### config.mk
export PLATFORM = sky130hd
export DESIGN_NAME = mem_dma
export DESIGN_NICKNAME = d
export VERILOG_FILES = /design/src/rtl/mem_dma.sv
export SDC_FILE = /design/constraint.sdc
export NUM_CORES = 1
export LEC_CHECK = 0
export BUFFER_PORTS_ARGS = -buffer_cell sky130_fd_sc_hd__buf_2
export CAP_MARGIN = 20
export CORE_ASPECT_RATIO = 2
export CORE_MARGIN = 2
export CORE_UTILIZATION = 35
export DETAILED_ROUTE_END_ITERATION = 6
export GPL_TIMING_DRIVEN = 0
export HOLD_SLACK_MARGIN = 0.05
export PLACE_DENSITY_LB_ADDON = 0.1
export SYNTH_ARGS = -nofsm -noshare
export SYNTH_HDL_FRONTEND = slang
export SYNTH_SLANG_ARGS = --single-unit
### constraint.sdc
create_clock -name clk -period 5.3 [get_ports clk]
set_input_delay 0.265 -clock clk [delete_from_list [all_inputs] [get_ports clk]]
set_output_delay 0.265 -clock clk [all_outputs]
set_load 0.05 [all_outputs]
### src/rtl/mem_dma.sv
// mem_dma: single-channel block-copy initiator; master on a word-addressed memory bus.
// Latency: N-word copy accepted at edge t -> done during cycle t+2N+1 (fill: t+N+1).
// Backpressure: none; start is ignored while busy, abort cancels RD/WR at the next edge.
//
// Ports: clk/rst (sync, active-high); start/abort control; src_addr/dst_addr/len
// transfer descriptor (latched on accepted start); busy/done/words_done status;
// mem_en/mem_wr/mem_addr/mem_data_wr/mem_data_rd memory master interface.
// Optional MEM_DMA_FILL_EN adds fill_mode/fill_value: WR-only fill with a constant.
module mem_dma #(
  parameter int DWIDTH = 32,
  parameter int LWIDTH = 16
) (
  input  logic              clk,
  input  logic              rst,
  input  logic              start,
  input  logic              abort,
  input  logic [31:0]       src_addr,
  input  logic [31:0]       dst_addr,
  input  logic [LWIDTH-1:0] len,
`ifdef MEM_DMA_FILL_EN
  input  logic              fill_mode,
  input  logic [DWIDTH-1:0] fill_value,
`endif
  output logic              busy,
  output logic              done,
  output logic [LWIDTH-1:0] words_done,
  output logic              mem_en,
  output logic              mem_wr,
  output logic [31:0]       mem_addr,
  output logic [DWIDTH-1:0] mem_data_wr,
  input  logic [DWIDTH-1:0] mem_data_rd
);

  typedef enum logic [1:0] {S_IDLE, S_RD, S_WR, S_DONE} state_t;

  state_t            state_q, state_d;
  logic [31:0]       src_q, src_d;
  logic [31:0]       dst_q, dst_d;
  logic [LWIDTH-1:0] len_q, len_d;
  // Word index i doubles as words_done: both count completed writes.
  logic [LWIDTH-1:0] cnt_q, cnt_d;
  logic [DWIDTH-1:0] buf_q, buf_d;
  logic [LWIDTH:0]   cnt_inc;
  logic              last_word;
  logic              is_fill;

`ifdef MEM_DMA_FILL_EN
  logic              fill_q, fill_d;
  logic [DWIDTH-1:0] fill_val_q, fill_val_d;
  assign is_fill = fill_q;
`else
  assign is_fill = 1'b0;
`endif

  // One extra bit so the comparison stays exact at len = 2^LWIDTH-1.
  assign cnt_inc   = {1'b0, cnt_q} + {{LWIDTH{1'b0}}, 1'b1};
  assign last_word = (cnt_inc == {1'b0, len_q});

  always_ff @(posedge clk) begin
    if (rst) begin
      state_q <= S_IDLE;
      src_q   <= '0;
      dst_q   <= '0;
      len_q   <= '0;
      cnt_q   <= '0;
      buf_q   <= '0;
`ifdef MEM_DMA_FILL_EN
      fill_q     <= 1'b0;
      fill_val_q <= '0;
`endif
    end else begin
      state_q <= state_d;
      src_q   <= src_d;
      dst_q   <= dst_d;
      len_q   <= len_d;
      cnt_q   <= cnt_d;
      buf_q   <= buf_d;
`ifdef MEM_DMA_FILL_EN
      fill_q     <= fill_d;
      fill_val_q <= fill_val_d;
`endif
    end
  end

  // Next-state logic.
  always_comb begin
    state_d = state_q;
    src_d   = src_q;
    dst_d   = dst_q;
    len_d   = len_q;
    cnt_d   = cnt_q;
    buf_d   = buf_q;
`ifdef MEM_DMA_FILL_EN
    fill_d     = fill_q;
    fill_val_d = fill_val_q;
`endif
    case (state_q)
      S_IDLE: begin
        // start beats a simultaneous abort simply because abort is not looked at here.
        if (start) begin
          src_d = src_addr;
          dst_d = dst_addr;
          len_d = len;
          cnt_d = '0;
`ifdef MEM_DMA_FILL_EN
          fill_d     = fill_mode;
          fill_val_d = fill_value;
          if (len == '0)     state_d = S_DONE;
          else if (fill_mode) state_d = S_WR;
          else               state_d = S_RD;
`else
          state_d = (len == '0) ? S_DONE : S_RD;
`endif
        end
      end
      S_RD: begin
        buf_d   = mem_data_rd;
        state_d = abort ? S_IDLE : S_WR;
      end
      S_WR: begin
        // The write strobe is already on the bus this cycle, so it commits and
        // is counted even when abort is asserted.
        cnt_d = cnt_inc[LWIDTH-1:0];
        if (abort)          state_d = S_IDLE;
        else if (last_word) state_d = S_DONE;
        else if (is_fill)   state_d = S_WR;
        else                state_d = S_RD;
      end
      default: state_d = S_IDLE;
    endcase
  end

  // Outputs decoded from registered state only.
  always_comb begin
    mem_en      = 1'b0;
    mem_wr      = 1'b0;
    mem_addr    = '0;
    mem_data_wr = '0;
    case (state_q)
      S_RD: begin
        mem_en   = 1'b1;
        mem_addr = src_q + 32'(cnt_q);
      end
      S_WR: begin
        mem_en   = 1'b1;
        mem_wr   = 1'b1;
        mem_addr = dst_q + 32'(cnt_q);
`ifdef MEM_DMA_FILL_EN
        mem_data_wr = fill_q ? fill_val_q : buf_q;
`else
        mem_data_wr = buf_q;
`endif
      end
      default: ;
    endcase
  end

  assign busy       = (state_q != S_IDLE);
  assign done       = (state_q == S_DONE);
  assign words_done = cnt_q;

endmodule

==> results.ini, run 1 <==
[floorplanning]
rows = 74
start_util = 0.3540
die_area_um2 = 21640
core_um2 = 20180
die_w_um = 105.0
fp.dieH_um = 206.1
num_io_pins = 200

[sta]
setup_viol = 0
maxSlewViolCount = 0
finalSetupTns_ns = 0
fin_crit_sh = 0.9505
hold_viol_final = 0
relSlewSlack = 0.4628
setup_ws_ns = 0.2621
fmax_mhz = 198.5
fin_crit_ns = 5.038
fin_skew_ns = 0.009036
tightest_slew_ns = 0.8058

[critical_path]
cp-end-kind = output port
start_kind = register
cp_data_required_time_ns = 5.04
worstPathArrival_ns = 4.77
critPathTopFamily = buffers and inverters
timing.rr.start = state_q[0]$_SDFFE_PP0P_
slowest_delay_ns = 0.37
critPathSlowestCell = mux2_2
r2r_end = words_done[5]$_SDFFE_PP0P_
r2r_cells = 8
worstSetupPathType = register to output port
critPathBufInv = 8
cp_cell_sequence = inv_1, ha_1, buf_6, clkbuf_8, clkbuf_8, clkbuf_4, clkbuf_4, mux2_2, ha_1, and3_1, nand3_1, nand3_1, a41o_2, a41oi_4, buf_2, nor3_1, nor3_2, buf_2
path_max_fanout = 10
reg2reg_setup_slack_ns = 2.69

[clocking]
holdBufCountCts = 0
cts_made_buffers = 17
cts_setup_buffers = 0
clock_sinks = 130
cts_max_level = 4
clk_pin_slew_ns = 0.06
clock_path_buffers = 2
cts_tree = built
root_buffer = clkbuf_16
clk_latency_ns = 0.42
post_cts_resized = 4

[layout]
diodes = 0
syn_to_final_growth_pct = 27.37
final_common_cell = buf_2
layout-drive-gt1-share = 0.2382
final_nets = 1271
final_cell_mix = 200 x buf_2, 189 x nand2_1, 130 x dfxtp_1
fillers = 2206

[worst_hold_path]
hold_path_end = src_q[2]$_SDFFE_PP0P_
hold_path_depth = 3
hp-class = input port to register
min_from = src_addr[2]

[pwr]
peakVddDrop_mv = 0.1583
power_density_nw_per_um2 = 287.5
power.leakage_nw = 3.948

[logic_synthesis]
synth-async-reset-ratio = 0
ys_ff_latch = 130
synth_nets = 1054
synth-main-ff-cell = dfxtp_1
syn_inst = 916
synth_area_leaders = dfxtp_1 36%, nand2_1 9.9%, a21oi_1 8.5%
synth_top_area_frac = 0.3642
synth_area_per_cell_um2 = 7.801
yosysTopAreaCell = dfxtp_1
synth-seq-area-share = 0.3642
yosysWarnings = 0
synth_area_um2 = 7146
synth-edff-count = 0
yosys.cell_types.count = 53

[route]
vias_per_cell = 4.956
drc_errors = 0
drtIter0Drc = 316
totalWireLength_um = 23500
final_antenna_net_count = 0
firstDrtPassIters = 4
wl_per_cell_um = 16.64
vias = 6998

[grt]
antenna_found_initial = 2
grt_start_max_net_pins = 17
grt_pass1_wl_um = 35650
grt_pass1_vias = 6728
gr-total-overflow = 0
track_usage = 0.2118

[place]
gp_congestion = 0.8719
pre_cts_slack_ns = -0.06683
hpwlAfterDp_um = 18000
portBuffers = 198

[run]
drv_cap = 0

[run_status]
outcome = completed

[cells in the mapped netlist, types with 3 or more instances]
cell / n
nand2_1: 189
clkbuf_1: 49
a21o_1: 7
nand3b_1: 5
nor3_1: 17
a31oi_1: 3
buf_2: 4
inv_1: 9
or4_1: 4
nand4_1: 6
a211oi_1: 8
xor2_1: 25
mux2_2: 18
xnor2_1: 22
ha_1: 21
o21ai_0: 21
a21oi_1: 121
and2_1: 39
nand3_1: 24
and3_1: 6
dfxtp_1: 130
nor2_1: 80
nand2b_1: 6
or3_1: 5
o21a_1: 8
buf_1: 3
nor4_1: 5
mux2i_1: 49
[worst register-to-register path: cells and delay by family (launching register included)]
| family | cells | cell delay [ns] |
|---|---|---|
| flip-flops | 1 | 0.38 |
| AO/OA/AOI/OAI | 2 | 0.34 |
| AND/OR/NAND/NOR | 2 | 0.77 |
| adder cells (fa/ha/maj) | 1 | 0.28 |
| buffers and inverters | 3 | 0.78 |
[worst max-delay path by stage]
stage                                  startpoint      endpoint  slack (ns)  cells past startpoint
after floorplan           state_q[0]$_SDFFE_PP0P_  mem_addr[26]        0.26                     17
after global placement    state_q[0]$_SDFFE_PP0P_  mem_addr[18]        -0.1                     18
after detailed placement  state_q[0]$_SDFFE_PP0P_  mem_addr[18]       -0.07                     17
after CTS                 state_q[0]$_SDFFE_PP0P_  mem_addr[27]       0.008                     16
after global routing      state_q[0]$_SDFFE_PP0P_  mem_addr[18]      -0.009                     17
final                     state_q[0]$_SDFFE_PP0P_  mem_addr[18]        0.26                     18
[registers in the layout, summed over array words and instances, names as in the netlist]
signal and flops:
buf_q 32, dst_q 32, len_q 16, src_q 32, state_q 2, words_done 16
[power breakdown]
group | internal [mW] | switching (mW) | leakage, nW
clock network | 0.669 | 0.469 | 0.264
registers | 1.04 | 0.0374 | 1.06
logic | 0.148 | 0.256 | 2.62
total | 1.85 | 0.763 | 3.95
[final cells by class]
| class | instances | area [um^2] | area share |
|---|---|---|---|
| timing repair buffer | 198 | 993.5 | 0.1092 |
| clock buffer | 20 | 456.7 | 0.05018 |
| inverter | 9 | 33.78 | 0.003712 |
| clock inverter | 12 | 108.9 | 0.01196 |
| multi-input combinational | 718 | 4309 | 0.4735 |
| sequential | 130 | 2603 | 0.2860 |
| tap | 266 | 332.8 | 0.03657 |
| buffer | 59 | 264.0 | 0.02901 |
[cell families after synthesis]
logic type               Yosys count  share of synthesized area
AO/OA/AOI/OAI                    185                     0.1464
buffers and inverters             68                    0.04027
multiplexers                      67                    0.09701
XOR/XNOR                          47                    0.05761
flip-flops                       130                     0.3642
AND/OR/NAND/NOR                  397                     0.2549
adder cells (fa/ha/maj)           22                    0.03957
[routing by layer]
layer	vias up	GRT usage	wire length (um)	part of all wire
met5	-	0	18	0.00077
li1	3556	-	-	-
met3	28	0.03784	1194	0.051
met4	4	0.06524	323	0.014
met2	182	0.3752	11840	0.50
met1	3228	0.2594	10120	0.43
[stage by stage]
stage	power (mW)	hold slack (ns)	area [um^2]	std cells	util
5_1_grt	2.728	0.07078	9101	1412	0.4509
4_1_cts	2.643	0.05783	9086	1412	0.4502
2_1_floorplan	1.357	0.4010	7176	916	-
3_3_place_gp	1.495	0.4391	8499	1380	0.4211
6_report	2.617	0.07651	9101	1412	0.4509
3_5_place_dp	1.501	0.4440	8499	1380	0.4211
(Power assumes the default switching activity.)
==> inputs of run 2 (changes only) <==
--- a/config.mk
+++ b/config.mk
@@ -10,6 +10,7 @@
 export CORE_ASPECT_RATIO = 2
 export CORE_MARGIN = 2
 export CORE_UTILIZATION = 35
+export CTS_BUF_LIST = sky130_fd_sc_hd__clkbuf_8
 export DETAILED_ROUTE_END_ITERATION = 6
 export GPL_TIMING_DRIVEN = 0
 export HOLD_SLACK_MARGIN = 0.05
==> run 2 against run 1 <==
Compared with the run above:
- clock power down 28%
- non-clock buffer count up 97
- clock skew up 0.0079 ns
- die area unchanged
- worst hold slack worse by 0.0027 ns
==> results.ini, run 2 (synthesized netlist as in run 1, its figures left out) <==
[route]
firstDrtPassIters = 5  ; was 4
wl_met2_um = 12360  ; was 11840 um
wl_per_cell_um = 16.06  ; was 16.64 um
totalWireLength_um = 24240  ; was 23500 um
vias_per_cell = 4.884  ; was 4.956
drtIter0Drc = 337  ; was 316
final_antenna_net_count = 0  ; unchanged
routed.top_layer = met4  ; was met5
dr_wl_met3_um = 863  ; was 1194 um
vias = 7370  ; was 6998
drc_errors = 0  ; unchanged
drt-met1-wl_um = 10610  ; was 10120 um

[place]
portBuffers = 198  ; unchanged
gp_congestion = 0.8719  ; unchanged
dp_cells = 1380  ; unchanged
hpwlAfterDp_um = 18000  ; unchanged

[sta]
fin_crit_ns = 5.031  ; was 5.038 ns
setup_viol = 0  ; unchanged
fmax_mhz = 198.8  ; was 198.5 MHz
hold_viol_final = 0  ; unchanged
relSlewSlack = 0.4389  ; was 0.4628
maxSlewViolCount = 0  ; unchanged
fin_skew_ns = 0.01694  ; was 0.009036 ns
fin_crit_sh = 0.9492  ; was 0.9505
tightest_slew_ns = 0.8416  ; was 0.8058 ns

[clocking]
root_buffer = clkbuf_8  ; was clkbuf_16
cts_made_buffers = 17  ; unchanged
cts_setup_buffers = 0  ; unchanged
clock_path_buffers = 2  ; unchanged
cts_tree = built  ; unchanged
clk_pin_slew_ns = 0.09  ; was 0.06 ns
clk_latency_ns = 0.45  ; was 0.42 ns
clock_sinks = 130  ; unchanged
cts_max_level = 4  ; unchanged

[layout]
final_nets = 1368  ; was 1271
fin_cells = 1509  ; was 1412
layout-drive-gt1-share = 0.2196  ; was 0.2382
syn_to_final_growth_pct = 38.28  ; was 27.37%
top_regs = buf_q (32), dst_q (32), src_q (32)  ; unchanged
fillers = 2134  ; was 2206
multi_input_area_um2 = 4309  ; unchanged
post-route-util = 0.4895  ; was 0.4509
final_cell_mix = 200 x buf_2, 189 x nand2_1, 130 x dfxtp_1  ; unchanged
diodes = 0  ; unchanged
final_common_cell = buf_2  ; unchanged
ff_latch_area_um2 = 2603  ; unchanged

[grt]
gr-total-overflow = 0  ; unchanged
grt_start_max_net_pins = 17  ; unchanged
grt_pass1_wl_um = 36980  ; was 35650 um
track_usage = 0.2190  ; was 0.2118
grt_pass1_vias = 7106  ; was 6728
antenna_found_initial = 0  ; was 2

[run]
drv_cap = 0  ; unchanged

[pwr]
power_density_nw_per_um2 = 237.9  ; was 287.5 nW/um^2
clkPwrFrac = 0.347  ; was 0.435
p_sw_mw = 0.7281  ; was 0.7632 mW
power_frac_comb = 0.196  ; was 0.154
netSwitchingFraction = 0.3098  ; was 0.2916
power.leakage_nw = 4.271  ; was 3.948 nW
seqPwrFrac = 0.456  ; was 0.410
peakVddDrop_mv = 0.1192  ; was 0.1583 mV
internal_power_mw = 1.622  ; was 1.854 mW

[critical_path]
timing.rr.start = state_q[0]$_SDFFE_PP0P_  ; unchanged
critPathSlowestCell = mux2_2  ; unchanged
cp_cell_sequence = inv_1, ha_1, buf_6, clkbuf_8, clkbuf_8, clkbuf_4, buf_4, mux2_2, ha_1, a21oi_1, o21ai_0, a41o_2, a41oi_4, buf_2, nor3_1, nor3_2, buf_2  ; was inv_1, ha_1, buf_6, clkbuf_8, clkbuf_8, clkbuf_4, clkbuf_4, mux2_2, ha_1, and3_1, nand3_1, nand3_1, a41o_2, a41oi_4, buf_2, nor3_1, nor3_2, buf_2
start_kind = register  ; unchanged
reg2reg_setup_slack_ns = 2.65  ; was 2.69 ns
path_max_fanout = 10  ; unchanged
cp_data_required_time_ns = 5.04  ; about the same
worstSetupPathType = register to output port  ; unchanged
slowest_delay_ns = 0.36  ; was 0.37 ns
cp-end-kind = output port  ; unchanged
r2r_end = words_done[5]$_SDFFE_PP0P_  ; unchanged
r2r_cells = 8  ; unchanged
worstPathArrival_ns = 4.77  ; about the same

[floorplanning]
core_um2 = 20180  ; unchanged
die_area_um2 = 21640  ; unchanged
num_io_pins = 200  ; unchanged
die_w_um = 105.0  ; unchanged
start_util = 0.3540  ; unchanged
fp.dieH_um = 206.1  ; unchanged
rows = 74  ; unchanged

[worst_hold_path]
hold_path_end = buf_q[13]$_SDFFE_PP0N_  ; was src_q[2]$_SDFFE_PP0P_
hold_path_depth = 3  ; unchanged
hp-class = input port to register  ; unchanged
min_from = mem_data_rd[13]  ; was src_addr[2]

[run_status]
outcome = completed  ; unchanged

==> run 2: cell count changes in the layout (fill, tap and decap cells not counted) <==
cell           delta
buf_4             +1
clkbuf_1          -1
clkbuf_16        -17
clkbuf_4          -1
clkbuf_8         +17
dlygate4sd3_1    +97
inv_1             +1
==> run 2: worst max path at each step <==
stage	cells past startpoint	to	slack, ns	startpoint
after floorplan	17	mem_addr[26]	0.26	state_q[0]$_SDFFE_PP0P_
after global placement	18	mem_addr[18]	-0.1	state_q[0]$_SDFFE_PP0P_
after detailed placement	17	mem_addr[18]	-0.07	state_q[0]$_SDFFE_PP0P_
after CTS	16	mem_addr[27]	0.06	state_q[0]$_SDFFE_PP0P_
after global routing	17	mem_addr[18]	-0.005	state_q[0]$_SDFFE_PP0P_
final	17	mem_addr[18]	0.27	state_q[0]$_SDFFE_PP0P_
==> run 2: timing repair <==
item	CTS	global route
resized for setup	5	7
hold buffers	97	0
pin swaps	0	0
hold endpoints to repair	97	0
endpoints found under the setup margin	18	17
==> run 2: final cells by class <==
type / instances / area share
clock buffers: 19 / 0.02647
plain buffers: 59 / 0.02672
clock inverters: 13 / 0.01140
multi-input cells: 718 / 0.4361
inverters: 9 / 0.003419
well taps: 266 / 0.03368
flip-flops and latches: 130 / 0.2634
repair buffers: 295 / 0.1988
==> run 2: power by group through the flow <==
| stage | clock network, mW | registers (mW) | logic, mW |
|---|---|---|---|
| finish | 0.817 | 1.07 | 0.461 |
| global route | 0.884 | 1.08 | 0.506 |
| CTS | 0.844 | 1.07 | 0.464 |
| detailed placement | 0 | 1.09 | 0.406 |
| global placement | 0 | 1.09 | 0.402 |
| floorplan | 0 | 1.08 | 0.273 |
==> run 2: critical path: cells and delay by family, from the launching register on <==
kind	cells	cell delay (ns)
adders and majority gates	2	0.53
buffers and inverters	8	1.77
DFF	1	0.35
AOI/OAI and AO/OA	4	0.98
muxes	1	0.36
and+or+nand+nor	2	0.31
==> run 2: per-stage QoR <==
step	worst slack [ns]	power [mW]	cell area (um^2)	setup TNS, ns	hold slack, ns
2_1_floorplan	0.2580	1.357	7176	0	0.4010
3_3_place_gp	-0.09621	1.495	8499	-0.4712	0.4391
3_5_place_dp	-0.06683	1.501	8499	-0.2980	0.4440
4_1_cts	0.05897	2.380	9868	0	0.05150
5_1_grt	-0.005078	2.470	9881	-0.006759	0.06387
6_report	0.2695	2.350	9881	0	0.07383
==> run 2: metal layers <==
metal | global-route usage | up-vias
met4 | 0.07190 | 0
met5 | 0 | -
met2 | 0.3961 | 183
met1 | 0.2647 | 3412
li1 | - | 3746
met3 | 0.03059 | 29
